--- config.mk ---
export PLATFORM = sky130hd
export DESIGN_NAME = pipeline_hazard_ctrl
export DESIGN_NICKNAME = d
export VERILOG_FILES = /design/src/rtl/pipeline_hazard_ctrl.sv
export SDC_FILE = /design/constraint.sdc
export NUM_CORES = 1
export LEC_CHECK = 0
export CELL_PAD_IN_SITES_DETAIL_PLACEMENT = 0
export CELL_PAD_IN_SITES_GLOBAL_PLACEMENT = 1
export CORE_MARGIN = 4
export CORE_UTILIZATION = 19
export CTS_CLUSTER_DIAMETER = 100
export DETAILED_ROUTE_END_ITERATION = 8
export PLACE_DENSITY_LB_ADDON = 0.3
export SKIP_CTS_REPAIR_TIMING = 1
export SKIP_LAST_GASP = 1
export SLEW_MARGIN = 25
export SYNTH_ARGS = -nofsm -noshare
export SYNTH_HDL_FRONTEND = slang
export SYNTH_SLANG_ARGS = --single-unit
--- constraint.sdc ---
create_clock -name clk_i -period 1.8 [get_ports clk_i]
set_input_delay 0.36 -clock clk_i [delete_from_list [all_inputs] [get_ports clk_i]]
set_output_delay 0.36 -clock clk_i [all_outputs]
set_load 0.02 [all_outputs]
--- src/rtl/pipeline_hazard_ctrl.sv ---
// pipeline_hazard_ctrl: central stall/flush sequencer for the 5-stage pipeline.
// Generates PC, IF/ID and ID/EX enables and bubbles for three cases:
//   - a load in EX whose result is needed by the instruction in ID (one bubble)
//   - data memory busy (whole front end frozen, nothing squashed)
//   - a taken branch (FLUSH_CYCLES cycles of IF/ID + ID/EX squash)
// The priority is: memory freeze first, then branch squash, then load-use stall.
// Outputs are Mealy (combinational from state and inputs) and are forced low
// while rst_ni is asserted.
// Optional feature macro: PERF_CNT_EN adds saturating stall/flush counters;
// without it both counter outputs are tied to zero and no counter flops exist.
module pipeline_hazard_ctrl #(
    parameter int FLUSH_CYCLES = 2,   // legal 1..4
    parameter int CNT_W        = 16
) (
    input  logic             clk_i,
    input  logic             rst_ni,
    input  logic [3:0]       id_rn_i,
    input  logic [3:0]       id_rm_i,
    input  logic             id_uses_rn_i,
    input  logic             id_uses_rm_i,
    input  logic [3:0]       ex_rd_i,
    input  logic             ex_reg_write_i,
    input  logic             ex_mem_to_reg_i,
    input  logic             branch_taken_i,
    input  logic             mem_busy_i,
    output logic             pc_enable_o,
    output logic             if_id_enable_o,
    output logic             if_id_flush_o,
    output logic             id_ex_enable_o,
    output logic             id_ex_flush_o,
    output logic [CNT_W-1:0] stall_cycles_o,
    output logic [CNT_W-1:0] flush_cycles_o
);

    typedef enum logic [1:0] {
        RUN      = 2'd0,
        FLUSH    = 2'd1,
        MEM_WAIT = 2'd2
    } state_e;

    // Remaining squash cycles after the branch cycle itself.
    localparam logic [1:0] FLUSH_RELOAD = 2'(FLUSH_CYCLES - 1);
    localparam bit         MULTI_FLUSH  = (FLUSH_CYCLES > 1);

    state_e     state_q, state_d;
    logic [1:0] flush_cnt_q, flush_cnt_d;

    logic load_use;
    logic flush_mode;
    logic pc_en, if_id_en, if_id_fl, id_ex_en, id_ex_fl;

    // r15 is the PC and is never a forwarding/hazard target.
    assign load_use = ex_mem_to_reg_i & ex_reg_write_i & (ex_rd_i != 4'd15) &
                      ((id_uses_rn_i & (id_rn_i == ex_rd_i)) |
                       (id_uses_rm_i & (id_rm_i == ex_rd_i)));

    // A squash is pending either in FLUSH, or in MEM_WAIT entered from FLUSH
    // (flush_cnt is held through the freeze, so nonzero means squash pending).
    assign flush_mode = (state_q == FLUSH) ||
                        ((state_q == MEM_WAIT) && (flush_cnt_q != 2'd0));

    // Next-state and Mealy output decode, in priority order.
    always_comb begin
        state_d     = state_q;
        flush_cnt_d = flush_cnt_q;
        pc_en       = 1'b0;
        if_id_en    = 1'b0;
        if_id_fl    = 1'b0;
        id_ex_en    = 1'b0;
        id_ex_fl    = 1'b0;
        if (mem_busy_i) begin
            // Freeze everything; a branch in EX will be re-presented later.
            state_d = MEM_WAIT;
        end else if (branch_taken_i || flush_mode) begin
            pc_en    = 1'b1;
            if_id_en = 1'b1;
            if_id_fl = 1'b1;
            id_ex_en = 1'b1;
            id_ex_fl = 1'b1;
            if (branch_taken_i) begin
                flush_cnt_d = FLUSH_RELOAD;
                state_d     = MULTI_FLUSH ? FLUSH : RUN;
            end else begin
                flush_cnt_d = flush_cnt_q - 2'd1;
                state_d     = (flush_cnt_q == 2'd1) ? RUN : FLUSH;
            end
        end else if (load_use) begin
            // Hold PC and IF/ID one cycle, bubble into EX; forwarding covers the rest.
            id_ex_en = 1'b1;
            id_ex_fl = 1'b1;
            state_d  = RUN;
        end else begin
            pc_en    = 1'b1;
            if_id_en = 1'b1;
            id_ex_en = 1'b1;
            state_d  = RUN;
        end
    end

    // Sequencer state and remaining-squash count.
    always_ff @(posedge clk_i or negedge rst_ni) begin
        if (!rst_ni) begin
            state_q     <= RUN;
            flush_cnt_q <= 2'd0;
        end else begin
            state_q     <= state_d;
            flush_cnt_q <= flush_cnt_d;
        end
    end

    // Reset gates every control output low immediately.
    assign pc_enable_o    = rst_ni & pc_en;
    assign if_id_enable_o = rst_ni & if_id_en;
    assign if_id_flush_o  = rst_ni & if_id_fl;
    assign id_ex_enable_o = rst_ni & id_ex_en;
    assign id_ex_flush_o  = rst_ni & id_ex_fl;

`ifdef PERF_CNT_EN
    localparam logic [CNT_W-1:0] CNT_ONE = {{(CNT_W-1){1'b0}}, 1'b1};

    logic [CNT_W-1:0] stall_cycles_q;
    logic [CNT_W-1:0] flush_cycles_q;
    logic             stall_evt;

    // A load-use bubble is the only case with ID/EX flushed but IF/ID not.
    assign stall_evt = id_ex_flush_o & ~if_id_flush_o;

    // Saturating performance counters.
    always_ff @(posedge clk_i or negedge rst_ni) begin
        if (!rst_ni) begin
            stall_cycles_q <= '0;
            flush_cycles_q <= '0;
        end else begin
            if (stall_evt && (stall_cycles_q != '1))
                stall_cycles_q <= stall_cycles_q + CNT_ONE;
            if (if_id_flush_o && (flush_cycles_q != '1))
                flush_cycles_q <= flush_cycles_q + CNT_ONE;
        end
    end

    assign stall_cycles_o = stall_cycles_q;
    assign flush_cycles_o = flush_cycles_q;
`else
    assign stall_cycles_o = '0;
    assign flush_cycles_o = '0;
`endif

endmodule
; ---- Yosys cells after proc, flatten, opt, wreduce, memory -nomap -nowiden
; Cells that the tools add are included.
[totals]
wordCells = 39
register_bits = 4
input_bits = 20
[classes]
add_sub_neg = 1
n_eq_ne = 6
muxes = 14
n_reduce_logical = 5
n_bitwise = 11
[op_table]
columns = operator, count
row1 = 1-bit 2-to-1 mux, 11
row2 = 1-bit bitwise AND, 9
row3 = 4-bit == test, 2
row4 = 2-bit 2-to-1 mux, 3
row5 = "2-bit by 1-bit == test with 1-bit output, second input constant", 2
row6 = "4-bit != test, second input constant", 1
row7 = "2-bit == test, second input constant", 1
row8 = 1-bit logical OR, 2
row9 = 2-bit AND reduction, 1
row10 = 2-bit nonzero test, 1
row11 = "2-bit by 1-bit subtractor with 2-bit output, second input constant", 1
row12 = 1-bit logical AND, 1
row13 = 1-bit inverter, 1
row14 = 1-bit bitwise OR, 1

; ---- Depth between registers and ports, before layout
[depth]
word_depth = 8
mapped_depth = 7
mapped_depth_nobuf = 7

; ---- Least setup slack after synthesis
; No wires, ideal clock.
[synth_path]
kind = register -> output
startpoint = register flush_cnt_q[0]
endpoint = output port pc_enable_o
path_stages_with_launch = 8
arrival_time_ps = 1407
t_required_ps = 1440
slack_ps = 33
cell_sequence = dfrtp_1 -> inv_1 -> ha_1 -> nor3b_1 -> nor3_2 -> inv_1 -> o21a_1 -> buf_4
[synth_between]
elab_chain_len = 7
[synth_rtl]
columns = element, line_no
row1 = "start, declared", 46  ; logic [1:0] flush_cnt_q, flush_cnt_d;
row2 = "start signal, assigned", 107  ; flush_cnt_q <= flush_cnt_d;
row3 = 2-bit nonzero test, 60  ; ((state_q == MEM_WAIT) && (flush_cnt_q != 2'd0));
row4 = 1-bit logical AND, 60
row5 = 1-bit logical OR, 59  ; assign flush_mode = (state_q == FLUSH) ||
row6 = 1-bit logical OR, 74  ; end else if (branch_taken_i || flush_mode) begin
row7 = 1-bit 2-to-1 mux (2 in series), --
row8 = 1-bit bitwise AND, --
row9 = "end, declared", 26  ; output logic pc_enable_o,
; No other way between the ends.

; ---- Worst setup path in the final report
[layout_path]
startpoint = register flush_cnt_q[0]
endpoint = output port id_ex_flush_o
[layout_between]
elab_chain_len = 7
[layout_rtl]
columns = element, line_no
row1 = 2-bit nonzero test, 60
row2 = 1-bit logical AND, 60
row3 = 1-bit logical OR, 59
row4 = 1-bit logical OR, 74
row5 = 1-bit 2-to-1 mux, 74
row6 = 1-bit 2-to-1 mux, 71  ; if (mem_busy_i) begin
row7 = 1-bit bitwise AND, 116  ; assign id_ex_flush_o = rst_ni & id_ex_fl;
row8 = "end, declared", 30  ; output logic id_ex_flush_o,
; No other way between the ends.

==> flow_metrics.py <==
metrics = {
    "placed_design": {
        "dp_hpwl_um": 1170,
        "placed_cell_area_sq_um": 803,
        "io_buffers": 24,
        "dp.cells": 137,
        "gp_congestion": 0.812,
    },
    "routing": {
        "drc": 0,
        "vias": 490,
        "first_pass_iters": 2,
        "routed_via_density": 3.48,
        "wl_per_cell_um": 10.2,
        "ant_nets": 0,
        "drt_iter0_drc": 3,
        "wl_um": 1440,
    },
    "clocking": {
        "root_buffer": "clkbuf_4",
        "cts-buffers-inserted": 3,
        "clock-sinks": 4,
        "cts-htree-levels": 1,
        "clkLatencyLatePin_ps": 240,
        "tritoncts": "done",
        "cts_buffer_depth": 2,
        "path_clk_slew_ps": 40,
    },
    "run": {
        "drv_cap": 0,
    },
    "run_status": {
        "violations": "setup timing",
        "status": "finished with violations",
    },
    "layout": {
        "nFillCells": 309,
        "antenna_cells": 0,
        "nets": 134,
        "layoutNonFillerInstCount": 141,
        "drive_above_1_share": 0.264,
        "fin_area_sq_um": 888,
        "area_delta_synth_final_pct": 51.1,
        "utilization": 0.311,
    },
    "critical_path": {
        "required_ps": 1440,
        "crit_type": "reg2out",
        "cp.arrival_ps": 1490,
        "r2r_end": "flush_cnt_q[0]",
        "cp-endpoint": "id_ex_flush_o",
        "worstPathMaxFanout": 3,
        "worstSetupStartpoint": "flush_cnt_q[0]",
        "start_kind": "flip-flop",
        "ff2ff_setup_slack_ps": 340,
        "reg2reg_from": "flush_cnt_q[0]",
        "cp-end-kind": "output pin",
        "r2r_cells": 9,
    },
    "timing": {
        "fin_crit_ps": 1850,
        "period_share": 1.03,
        "final.setup.tns_ps": -120,
        "maxSlewViolCount": 0,
        "fmax_mhz": 541,
        "worst_slack_ps": -47.9,
        "rsz0062_at_grt": "true",
        "hold_viol": 0,
        "fin_worst_skew_ps": 3.90,
        "setup_viol": 3,
    },
    "power": {
        "p_total_w": 0.000507,
        "leakagePower_nw": 0.563,
        "ir_worst_vdd_mv": 0.337,
        "power.density_nw_per_um2": 571,
    },
    "logic_synthesis": {
        "ys_types": 21,
        "synth_area_leader_cell": "buf_4",
        "yosysSeqAreaShare": 0.170,
        "ys_warn_count": 0,
        "synth_area_sq_um": 588,
        "synth_top_cells_by_area": "buf_4 (42%), dfrtp_1 (17%), xor2_1 (8.9%), ha_1 (4.3%), xnor2_1 (3.0%)",
        "avgSynthCellArea_sq_um": 7.84,
        "ys_seq_elements": 4,
        "yosysTopAreaCellShare": 0.421,
        "synth_cells": 75,
    },
    "floorplan": {
        "die_h_um": 63.6,
        "core-area_sq_um": 2850,
        "initial_core_util": 0.206,
        "num_rows": 19,
        "die_x_um": 63.6,
        "dieArea_sq_um": 4050,
        "io_pins": 57,
    },
    "global_routing": {
        "overflow": 0,
        "grt_pass1_vias": 436,
        "antenna_found_initial": 0,
        "grt_max_degree": 5,
        "grt.total_usage": 0.0601,
        "grt_pass1_wl_um": 1880,
    },
    "worst_hold_path": {
        "hold_class": "in2async",
    },
}
[state kept, by name, summed over array words and instances, names as in the netlist]
register / count
state_q: 2
flush_cnt_q: 2
[cells by family after synthesis]
family | Yosys count | synth area share
compound gates | 6 | 0.0617
xor+xnor | 8 | 0.119
fa+ha+maj | 2 | 0.0425
buf+inv | 37 | 0.447
flops | 4 | 0.170
other cells | 1 | 0.00638
simple gates | 17 | 0.153
[per-stage QoR]
step / hold slack (ps) / setup slack (ps)
2_1_floorplan: 64.4 / 32.8
3_3_place_gp: 628 / -773
3_5_place_dp: 664 / -746
4_1_cts: 424 / -753
5_1_grt: 427 / -145
6_report: 422 / -47.9
[critical path: stages, from the launching register on]
cell and delay [ps]:
dfrtp_1 350, inv_2 60, ha_4 150, nor3b_2 170
nor3_2 70, buf_4 140, a21oi_1 140, clkbuf_2 190
[cells in the mapped netlist]
library cell,count
o21ai_0,1
nor4_1,2
conb_1,1
inv_1,4
nand2_1,4
dfrtp_1,4
nand2b_1,1
nor3b_1,1
buf_4,33
a21oi_1,2
nor2_1,4
xnor2_1,2
nor2b_1,2
nor3_1,1
ha_1,2
o21a_1,1
xor2_1,6
nor3_2,1
o21ai_1,1
a41oi_1,1
nor2_2,1
[report_power, final]
group | total, W | switching, W | internal [W]
combinational | 0.000281 | 0.000156 | 0.000125
sequential | 0.000117 | 0.00000890 | 0.000108
clock | 0.000109 | 0.0000349 | 0.0000744
total | 0.000507 | 0.000200 | 0.000307
[cell type report]
| class | instances | area (sq um) | area share |
|---|---|---|---|
| multi-input combinational | 65 | 379 | 0.427 |
| timing repair buffer | 34 | 333 | 0.375 |
| sequential | 4 | 100 | 0.113 |
| tap | 31 | 38.8 | 0.0437 |
| clock buffer | 3 | 22.5 | 0.0254 |
| inverter | 4 | 15.0 | 0.0169 |
[layout by cell type (no fill, tap or decap)]
master	Yosys	routed
a21oi_1	2	2
a41oi_2	0	1
buf_4	33	11
buf_6	0	2
clkbuf_2	0	4
clkbuf_4	0	3
clkdlybuf4s50_1	0	2
conb_1	1	32
dfrtp_1	4	4
dlymetal6s2s_1	0	15
ha_1	2	1
ha_4	0	1
inv_1	4	2
inv_2	0	2
nand2_1	4	4
nand2b_1	1	1
nor2_1	4	4
nor2_2	1	1
nor2b_1	2	2
nor3_1	1	1
nor3_2	1	1
nor3b_2	0	1
nor4_2	0	2
o21a_1	1	1
o21ai_0	1	1
o21ai_1	1	1
xnor2_1	2	2
xor2_1	6	6
[worst min-delay path by stage]
| stage | depth (start not counted) | to | start |
|---|---|---|---|
| finish | 2 | state_q[0] | rst_ni |
| floorplan | 0 | flush_cnt_q[0] | rst_ni |
| global route | 2 | state_q[0] | rst_ni |
| CTS | 2 | state_q[1] | rst_ni |
| detailed placement | 2 | state_q[1] | rst_ni |
| global placement | 3 | flush_cnt_q[0] | flush_cnt_q[0] |
[metal layers]
| layer | GRT usage | wire (um) | vias up | part of all wire |
|---|---|---|---|---|
| met5 | 0 | 0 | - | 0 |
| met4 | 0.00809 | 21 | 0 | 0.015 |
| met3 | 0.0409 | 148 | 2 | 0.10 |
| met2 | 0.0952 | 789 | 30 | 0.55 |
| met1 | 0.0680 | 480 | 217 | 0.33 |
| li1 | - | - | 241 | - |
Power figures use the tool's default switching activity.
